### src/rtl/sha_nonce_dispatcher.sv
// sha_nonce_dispatcher
// Feeds the SHA hashing pipeline: accepts one work unit (midstate, header tail,
// inclusive nonce range), emits one beat per clock across the range, then waits
// PIPE_DEPTH cycles for the last beat to leave the pipeline and pulses done.
//
// Optional feature macro: SHA_DISPATCH_ABORT_EN
//   Adds the abort input and the done_aborted output. When abort is sampled high
//   in RUN, beats stop, the range is dropped and the drain still runs.
//
// state  | meaning
// -------+----------------------------------------------------------------
// IDLE   | work_ready high, waiting for a work unit
// RUN    | one beat on the outputs every cycle, nonce counting toward end
// DRAIN  | no beats; counting down until the last beat has left the pipe
module sha_nonce_dispatcher #(
    parameter int MIDSTATE_WIDTH = 256,
    parameter int TAIL_WIDTH     = 96,
    parameter int NONCE_WIDTH    = 32,
    parameter int PIPE_DEPTH     = 64
) (
    input  logic                      clk,
    input  logic                      reset_n,
    input  logic                      work_valid,
    output logic                      work_ready,
    input  logic [MIDSTATE_WIDTH-1:0] work_midstate,
    input  logic [TAIL_WIDTH-1:0]     work_tail,
    input  logic [NONCE_WIDTH-1:0]    work_nonce_start,
    input  logic [NONCE_WIDTH-1:0]    work_nonce_end,
`ifdef SHA_DISPATCH_ABORT_EN
    input  logic                      abort,
    output logic                      done_aborted,
`endif
    output logic                      out_valid,
    output logic [MIDSTATE_WIDTH-1:0] out_midstate,
    output logic [TAIL_WIDTH-1:0]     out_tail,
    output logic [NONCE_WIDTH-1:0]    out_nonce,
    output logic                      out_last,
    output logic                      busy,
    output logic                      done
);

    // Wide enough to hold PIPE_DEPTH-1 and never zero bits, even for PIPE_DEPTH=1.
    localparam int CNT_W = $clog2(PIPE_DEPTH + 1);

    typedef enum logic [1:0] {
        ST_IDLE  = 2'd0,
        ST_RUN   = 2'd1,
        ST_DRAIN = 2'd2
    } state_t;

    state_t                 r_state;
    logic [NONCE_WIDTH-1:0] r_nonce_end;
    logic [CNT_W-1:0]       r_drain_cnt;

    logic [NONCE_WIDTH-1:0] w_next_nonce;
    logic                   w_is_last;
    logic                   w_abort;

    // The beat on the outputs is the counter itself, so "last" compares the
    // presented nonce; modulo arithmetic makes wrap-around ranges free.
    assign w_next_nonce = out_nonce + NONCE_WIDTH'(1);
    assign w_is_last    = (out_nonce == r_nonce_end);

`ifdef SHA_DISPATCH_ABORT_EN
    assign w_abort = abort;
`else
    assign w_abort = 1'b0;
`endif

    // Main dispatcher FSM; every output is a register updated here.
    always_ff @(posedge clk) begin
        if (!reset_n) begin
            r_state      <= ST_IDLE;
            r_nonce_end  <= '0;
            r_drain_cnt  <= '0;
            work_ready   <= 1'b1;
            out_valid    <= 1'b0;
            out_last     <= 1'b0;
            out_nonce    <= '0;
            out_midstate <= '0;
            out_tail     <= '0;
            busy         <= 1'b0;
            done         <= 1'b0;
        end else begin
            case (r_state)
                ST_IDLE: begin
                    done <= 1'b0;
                    if (work_valid) begin
                        r_state      <= ST_RUN;
                        r_nonce_end  <= work_nonce_end;
                        out_midstate <= work_midstate;
                        out_tail     <= work_tail;
                        out_nonce    <= work_nonce_start;
                        out_last     <= (work_nonce_start == work_nonce_end);
                        out_valid    <= 1'b1;
                        work_ready   <= 1'b0;
                        busy         <= 1'b1;
                    end
                end
                ST_RUN: begin
                    // The final beat wins over a simultaneous abort.
                    if (w_is_last || w_abort) begin
                        r_state     <= ST_DRAIN;
                        r_drain_cnt <= CNT_W'(PIPE_DEPTH - 1);
                        out_valid   <= 1'b0;
                        out_last    <= 1'b0;
                        done        <= (PIPE_DEPTH == 1);
                    end else begin
                        out_nonce <= w_next_nonce;
                        out_last  <= (w_next_nonce == r_nonce_end);
                    end
                end
                ST_DRAIN: begin
                    if (r_drain_cnt == '0) begin
                        r_state    <= ST_IDLE;
                        work_ready <= 1'b1;
                        busy       <= 1'b0;
                        done       <= 1'b0;
                    end else begin
                        r_drain_cnt <= r_drain_cnt - CNT_W'(1);
                        done        <= (r_drain_cnt == CNT_W'(1));
                    end
                end
                default: begin
                    r_state    <= ST_IDLE;
                    work_ready <= 1'b1;
                    out_valid  <= 1'b0;
                    out_last   <= 1'b0;
                    busy       <= 1'b0;
                    done       <= 1'b0;
                end
            endcase
        end
    end

`ifdef SHA_DISPATCH_ABORT_EN
    logic r_aborted;

    // Remember whether the range was cut short and qualify the done pulse with it.
    always_ff @(posedge clk) begin
        if (!reset_n) begin
            r_aborted    <= 1'b0;
            done_aborted <= 1'b0;
        end else begin
            case (r_state)
                ST_RUN: begin
                    if (!w_is_last && abort) begin
                        r_aborted    <= 1'b1;
                        done_aborted <= (PIPE_DEPTH == 1);
                    end
                end
                ST_DRAIN: begin
                    if (r_drain_cnt == '0) begin
                        r_aborted    <= 1'b0;
                        done_aborted <= 1'b0;
                    end else begin
                        done_aborted <= (r_drain_cnt == CNT_W'(1)) && r_aborted;
                    end
                end
                default: begin
                    r_aborted    <= 1'b0;
                    done_aborted <= 1'b0;
                end
            endcase
        end
    end
`endif

endmodule

### config.mk
export PLATFORM = sky130hd
export DESIGN_NAME = sha_nonce_dispatcher
export DESIGN_NICKNAME = d
export VERILOG_FILES = /design/src/rtl/sha_nonce_dispatcher.sv
export SDC_FILE = /design/constraint.sdc
export NUM_CORES = 1
export LEC_CHECK = 0
export ABC_AREA = 0
export CAP_MARGIN = 20
export CORE_AREA = 5 5 315 317
export DETAILED_ROUTE_END_ITERATION = 10
export DIE_AREA = 0 0 320 322
export PLACE_DENSITY = 0.47
export SYNTH_ARGS = -nofsm -noshare
export SYNTH_HDL_FRONTEND = slang
export SYNTH_SLANG_ARGS = --single-unit
### constraint.sdc
create_clock -name clk -period 3.4 [get_ports clk]
set_input_delay 0.34 -clock clk [delete_from_list [all_inputs] [get_ports clk]]
set_output_delay 0.34 -clock clk [all_outputs]
set_load 0.02 [all_outputs]
# Word-level counts from Yosys, hierarchy flattened
# Index checks and enable logic that the tools add are counted.
[word_totals]
reg_bits = 430
in_bits = 419
out_inout_bits = 389
elab_cells = 60
[op_classes]
n_addsub = 2
n_eq_ne = 11
mux = 23
n_bitwise = 2
reduce_logical = 11
[op_table]
columns = ["op", "n"]
rows = [
  ["$eq 32x32->1", 3],
  ["$mux 32", 2],
  ["$pmux 32 s2", 1],
  ["$add 32x1->32 const B", 1],
  ["$reduce_and 3->1", 5],
  ["$mux 7", 2],
  ["$pmux 7 s2", 1],
  ["$pmux 1 s3", 4],
  ["$ne 2x2->1 const B", 5],
  ["$mux 1", 8],
  ["$eq 7x1->1 const B", 1],
  ["$logic_not 7->1", 1],
  ["$sub 7x1->7 const B", 1],
  ["$mux 2", 3],
  ["$pmux 2 s3", 1],
  ["$reduce_and 2->1", 2],
  ["$reduce_bool 2->1", 2],
  ["$eq 2x1->1 const B", 1],
  ["$eq 2x2->1 const B", 1],
  ["$logic_not 2->1", 1],
  ["$not 1->1", 2],
  ["$pmux 1 s2", 1],
]

# Depth between registers and ports, before layout
# Gate-level depths: netlist (run 1).
[depth]
word_depth = 4
depth_mapped = 10
depth_no_buf = 8

# Worst setup path after synthesis (run 1)
# OpenSTA, ideal clock, no wires.
[synth_timing]
path_type = "reg-to-reg"
startpoint = "register out_nonce[0]"
endpoint = "register out_last"
setup_ps = 87
arrival_ps = 2680
t_required_ps = 3313
setup_slack_ps = 633
stages_incl_launch_ff = 9
n_path_buf = 0
synth_period_minus_slack_ps = 2767
cell_sequence = "dfxtp_1 > ha_1 > nand3_4 > nor4_4 > nand3_1 > xnor2_1 > o2111ai_1 > or4_1 > o31ai_1"
[synth_between]
elab_chain_cells = 4
word_cells_on_any_way = 5
cone_classes = "1 x add/sub; 2 x eq/ne; 2 x mux"
[synth_lines]
columns = ["item", "line_no", "text"]
rows = [
  ["start: declaration", "36", "output logic [NONCE_WIDTH-1:0] out_nonce,"],
  ["start signal: assignment", "93", "out_nonce <= work_nonce_start;"],
  ["start signal: assignment", "109", "out_nonce <= w_next_nonce;"],
  ["$add 32x1->32", "61", "assign w_next_nonce = out_nonce + NONCE_WIDTH'(1);"],
  ["$eq 32x32->1", "110", "out_last <= (w_next_nonce == r_nonce_end);"],
  ["$mux 1 (*)", "102", "if (w_is_last || w_abort) begin"],
  ["$pmux 1 s3 (*)", "85", "case (r_state)"],
  ["end signal: assignment", "94", "out_last <= (work_nonce_start == work_nonce_end);"],
  ["end signal: assignment", "110", ""],
  ["end: declaration", "37", "output logic out_last,"],
]
# Mark *: on every way between the ends. The rest lies on a longest branch, timed or not.
# A chain may end at the register's enable or synchronous reset.

# Final worst setup path (run 1)
# Ends and elaborated chain as after synthesis.

==> reports/qor.yml, run 1 <==
status: "complete, no violations"
via_per_inst: 4.19
irDropWorstVdd_mv: 0.331
numCtsBuffers: 53
dr.first_iter.drc_count: 1110
top_usage_layer: "met2"
final_nets: 3400
synth_edf_count: 0
start_util_pct: 17.7
maxCapViolations: 0
avgRoutedWirePerCell_microns: 19.8
synth-warning-count: 0
clkPwrFrac_pct: 42.0
holdPathEnd: "out_midstate[60]"
reg2reg_depth: 8
p_switching_uw: 4090
grt_pass1_wl_mm: 122
synth-seq-cells: 430
grt_max_degree: 99
power_frac_comb_pct: 19.4
drive_above_1_share_pct: 5.10
die_w_microns: 320
p_int_uw: 10400
tritoncts: "done"
post-route-min-period_ns: 3.01
synth.avg_cell_area_sq_um: 7.64
antenna_found_initial: 12
ys_seq_area_share_pct: 50.5
syn_inst: 2229
hold_buffers: 0
first_pass_iters: 5
async_flop_share_pct: 0
max_slew.worst_pin.slew_ns: 0.739
met2_usage_pct: 27.5
seqPwrFrac_pct: 38.7
ioPinCount: 808
finalSetupViolCount: 0
die_h_microns: 322
root_buffer: "clkbuf_16"
via_count: 18000
r2r-start: "out_nonce[0]"
cp-start-kind: "register"
drc: 0
yosys_most_used_dff: "dfxtp_1"
postRouteAntennaNets: 0
r2r-end: "out_last"
max-slew-margin-rel_pct: 50.7
cp.required_ns: 3.94
core-area_sq_um: 96000
cts_max_path_buffers: 3
clock_skew_ns: 0.0256
gr-usage-met1_pct: 18.3
crit_type: "register to register"
htree_levels: 2
netlist_area_sq_um: 17000
r2r_slack_ns: 0.39
rsz0062_at_grt: "no"
p_sw_share_pct: 28.2
ctsResizeCount: 0
slew_viol_final: 0
cts.clk_slew.worst_paths_ns: 0.06
cts.sinks: 430
die_area_sq_um: 103000
io_buffers: 807
worstPathArrival_ns: 3.55
crit_path_start: "out_nonce[0]"
drt-total-wl_mm: 85.0
power.leakage_uw: 0.0103
postCtsSetupBuffers: 0
critPathMaxFanout: 8
clk_latency_ns: 0.62
fmax_mhz: 332
whs_path_depth: 3
hold_path.class: "input pin to register"
hpwl_mm: 64.7
hp-start: "work_midstate[60]"
finalPower_uw: 14500
fin_crit_sh_pct: 88.6
track_usage_pct: 15.4
critPathCaptureType: "register"
grt_use_met3_pct: 4.24
hold_viol_final: 0
synth_nets: 2652
power_density_nw_per_um2: 507
area_growth_pct: 67.8
place_congestion: 0.875
grt_pass1_vias: 17800
finalSetupTns_ns: 0
gr-total-overflow: 0
rows: 114
yosysUniqueCellTypes: 53
-- cells in the final DEF, fill, tap and decap left out, drive strengths merged, types with 3 or more instances in the layout --
cell	count
a21oi	435
a22o	8
a31oi	4
and2	3
and3	11
buf	52
bufinv	6
clkbuf	84
clkdlybuf4s50	807
clkinv	6
dfxtp	430
diode	5
ha	4
inv	9
nand2	850
nand3	22
nand4	19
nor2	44
nor3	11
nor4	20
o21ai	38
o31ai	16
o41ai	4
or3	4
or4	7
xnor2	45
xor2	50
-- sequential cells by signal, indices dropped and copies added, names as in the netlist --
| register | count |
|---|---|
| out_midstate | 256 |
| out_tail | 96 |
| out_nonce | 32 |
| r_nonce_end | 32 |
| r_drain_cnt | 7 |
| r_state | 2 |
| busy | 1 |
| done | 1 |
| out_last | 1 |
| out_valid | 1 |
| work_ready | 1 |
-- Yosys cell counts, types with 7 or more instances --
library cell  count  share of area, %
nand3_1          20              0.59
o21ai_0          38               1.1
nor4_1           17              0.62
clkbuf_1        148               3.3
xor2_1           50               2.6
nand4_1          18              0.66
nor3_1            9              0.26
buf_2             8              0.24
or4_1             7              0.31
buf_1            10              0.22
a21oi_1         435                13
o31ai_1          16              0.71
inv_1             7              0.15
nor2_1           44              0.97
a22o_1            8              0.41
dfxtp_1         430                51
nand2_1         850                19
xnor2_1          45               2.3
and3_1           11              0.40
-- worst max-delay path by stage --
stage | endpoint | slack [ns] | cells after the start
floorplan | out_last | 0.63 | 8
global placement | out_last | 0.46 | 8
detailed placement | out_last | 0.39 | 8
CTS | out_last | 0.38 | 8
global route | out_nonce[16] | 0.13 | 8
finish | out_last | 0.39 | 8
-- layer usage --
metal / wire length (microns) / up-vias / share of wire [%]
li1: - / 8868 / -
met3: 6180 / 104 / 7.3
met4: 1900 / 4 / 2.2
met1: 33800 / 8440 / 40
met5: 29 / - / 0.034
met2: 43000 / 606 / 51
-- layout make-up --
| class | instances | area [sq um] |
|---|---|---|
| antenna | 5 | 12.5 |
| fill | 10400 | 67400 |
| inverter | 8 | 37.5 |
| timing repair buffer | 859 | 8670 |
| tap | 1276 | 1600 |
| clock buffer | 84 | 1630 |
| sequential | 430 | 8610 |
| clock inverter | 13 | 241 |
| multi-input combinational | 1625 | 7780 |
-- cells by family after synthesis --
group           count (synthesis)  synth area share (%)
flops                         430                  50.5
fa+ha+maj                       4                 0.294
mux                             1                0.0588
buf+inv                       174                  3.89
xor+xnor                       95                  4.89
compound gates                523                  16.3
simple gates                 1002                  24.0
-- through the flow --
stage	cells	util [%]	setup WS, ns	cell area, sq um	hold WS, ns
finish	4300	29.8	0.389	28600	0.262
global route	4298	29.8	0.133	28600	0.218
CTS	4295	29.8	0.385	28600	0.189
detailed placement	4198	27.8	0.387	26700	0.446
global placement	4198	27.8	0.462	26700	0.441
floorplan	2229	-	0.633	17000	0.448
-- power groups by stage --
stage | Clock (uW) | Sequential [uW] | Combinational [uW]
floorplan | 0 | 6010 | 897
global placement | 0 | 5700 | 2860
detailed placement | 0 | 5710 | 2840
CTS | 6310 | 5600 | 2850
global route | 6520 | 5650 | 3020
finish | 6090 | 5600 | 2810
-- worst max-delay path, cell delays in order, from the launching register on --
cell	delay [ns]
dfxtp_1	0.48
ha_1	0.38
nand3_4	0.17
or4_1	0.68
nor4b_2	0.50
and3_1	0.28
xnor2_1	0.13
nand4_1	0.11
o31ai_1	0.20
No activity file was read; power rests on OpenSTA's default activity.
==> inputs of run 2 (changes only) <==
Settings changed: REMOVE_ABC_BUFFERS from default to 1.
==> reports/qor.yml, run 2 (synthesized netlist as in run 1, its figures left out) <==
grt_max_degree: 110  # +11%
slew_viol_final: 0  # unchanged
crit_type: "register to register"
post-route-min-period_ns: 2.95  # -0.0601 ns
track_usage_pct: 15.4  # -0.047 points
root_buffer: "clkbuf_16"
crit_slowest_cell: "or4_1"
rsz0062_at_grt: "no"
path_buf_inv: 0  # unchanged
hold_viol_final: 0  # unchanged
critPathCaptureType: "register"
utilization_pct: 30.1  # +0.28 points
r2r-end: "out_last"
core-area_sq_um: 96000  # unchanged
cts.clk_slew.worst_paths_ns: 0.06  # about the same
power_density_nw_per_um2: 512  # +1.0%
cp-start-kind: "register"
hold_path.class: "input pin to register"
postRouteAntennaNets: 0  # unchanged
max_slew.worst_pin.slew_ns: 0.954  # +0.215 ns
avgRoutedWirePerCell_microns: 19.6  # -0.69%
mostFrequentLayoutCells: "849 x nand2_1, 807 x clkdlybuf4s50_1, 435 x a21oi_1"
grt_pass1_vias: 17900  # +0.23%
final_common_cell: "nand2_1"
ioPinCount: 808  # unchanged
grt_pass1_wl_mm: 120  # -1.1%
worstPathArrival_ns: 3.49  # -0.06 ns
critPathMaxStageDelay_ns: 0.58  # -0.10 ns
ctsResizeCount: 0  # unchanged
cts_max_path_buffers: 3  # unchanged
regMostFlops: "out_midstate"
via_per_inst: 4.19  # about the same
cp-endpoint: "out_last"
postCtsSetupBuffers: 0  # unchanged
drc: 0  # unchanged
r2r-start: "out_nonce[0]"
drive_above_1_share_pct: 5.69  # +0.59 points
drt-total-wl_mm: 84.9  # -0.12%
numCtsBuffers: 55  # +3.8%
largestRegisters: "out_midstate x256, out_tail x96"
finalSetupViolCount: 0  # unchanged
cts.sinks: 430  # unchanged
antenna_found_initial: 16  # +4
fin_ws_ns: 0.449  # +0.0601 ns
die_h_microns: 322  # unchanged
maxCapViolations: 0  # unchanged
fin_crit_sh_pct: 86.8  # -1.8 points
path_depth: 8  # unchanged
path_delay_family: "simple AND/OR/NAND/NOR gates"
gr-total-overflow: 0  # unchanged
clock_skew_ns: 0.0251  # -0.000511 ns
max-slew-margin-rel_pct: 36.2  # -15 points
cp_cell_sequence: "ha_1 -> nand3_4 -> nor4_4 -> nand3_1 -> xnor2_1 -> o2111ai_1 -> or4_1 -> o31ai_1"
cp.required_ns: 3.94  # about the same
place_congestion: 0.898  # +2.7%
largest_reg_flops: 256  # unchanged
via_count: 18100  # +0.57%
crit_path_start: "out_nonce[0]"
final_nets: 3419  # +0.56%
fmax_mhz: 339  # +2.0%
start_util_pct: 17.7  # unchanged
io_buffers: 807  # unchanged
area_growth_pct: 69.4
status: "complete, no violations"
die_area_sq_um: 103000  # unchanged
power.leakage_uw: 0.0104  # +1.3%
tritoncts: "done"
htree_levels: 2  # unchanged
first_pass_iters: 6  # +1
hpwl_mm: 64.5  # -0.24%
critPathMaxFanout: 7  # -1
clk_latency_ns: 0.62  # about the same
rows: 114  # unchanged
reg2reg_depth: 8  # unchanged
irDropWorstVdd_mv: 0.331  # about the same
dr.first_iter.drc_count: 864  # -22%
die_w_microns: 320  # unchanged
hold_buffers: 0  # unchanged
place_ws_ns: 0.521  # +0.134 ns
r2r_slack_ns: 0.45  # +0.06 ns
[run 2: power by group]
group | internal, uW | total (uW) | switching [uW]
registers | 5370 | 5590 | 227
clock network | 3940 | 6330 | 2380
logic | 1340 | 2870 | 1520
[run 2: worst min-delay path: stages]
cell and delay (ns):
clkdlybuf4s50_1 0.39, nand2_1 0.05, a21oi_1 0.05
[run 2: worst min path at each step]
stage / start / endpoint / slack, ns / cells past startpoint
after floorplan: reset_n / work_ready / 0.42 / 1
after global placement: out_midstate[131] / out_midstate[131] / 0.44 / 2
after detailed placement: out_midstate[39] / out_midstate[39] / 0.45 / 2
after CTS: work_midstate[149] / out_midstate[149] / 0.19 / 3
after global routing: work_tail[94] / out_tail[94] / 0.21 / 3
final: work_tail[68] / out_tail[68] / 0.26 / 3
[run 2: per-layer routing]
layer	global-route usage, %	vias to the layer above	wire length, microns
met5	0	-	29
met4	4.66	4	2170
met3	5.96	114	7660
met2	26.5	607	41900
met1	17.6	8503	33200
li1	-	8897	-
[run 2: final cells by class]
type | instances | area (sq um)
Antenna cell | 10 | 25.0
Tap cell | 1276 | 1600
Inverter | 8 | 37.5
Clock inverter | 16 | 298
Timing Repair Buffer | 876 | 8850
Multi-Input combinational cell | 1625 | 7780
Sequential cell | 430 | 8610
Fill cell | 10300 | 67100
Clock buffer | 84 | 1660
[run 2: metrics by stage]
step | hold slack [ns] | setup TNS [ns] | total power (uW) | std cells | instance area, sq um
after global placement | 0.441 | 0 | 8590 | 4215 | 26900
after floorplan | 0.416 | -2106.84 | 7020 | 2063 | 16400
after CTS | 0.193 | 0 | 15100 | 4315 | 28800
after detailed placement | 0.446 | 0 | 8580 | 4215 | 26900
final | 0.262 | 0 | 14800 | 4325 | 28900
after global routing | 0.215 | 0 | 15500 | 4325 | 28900
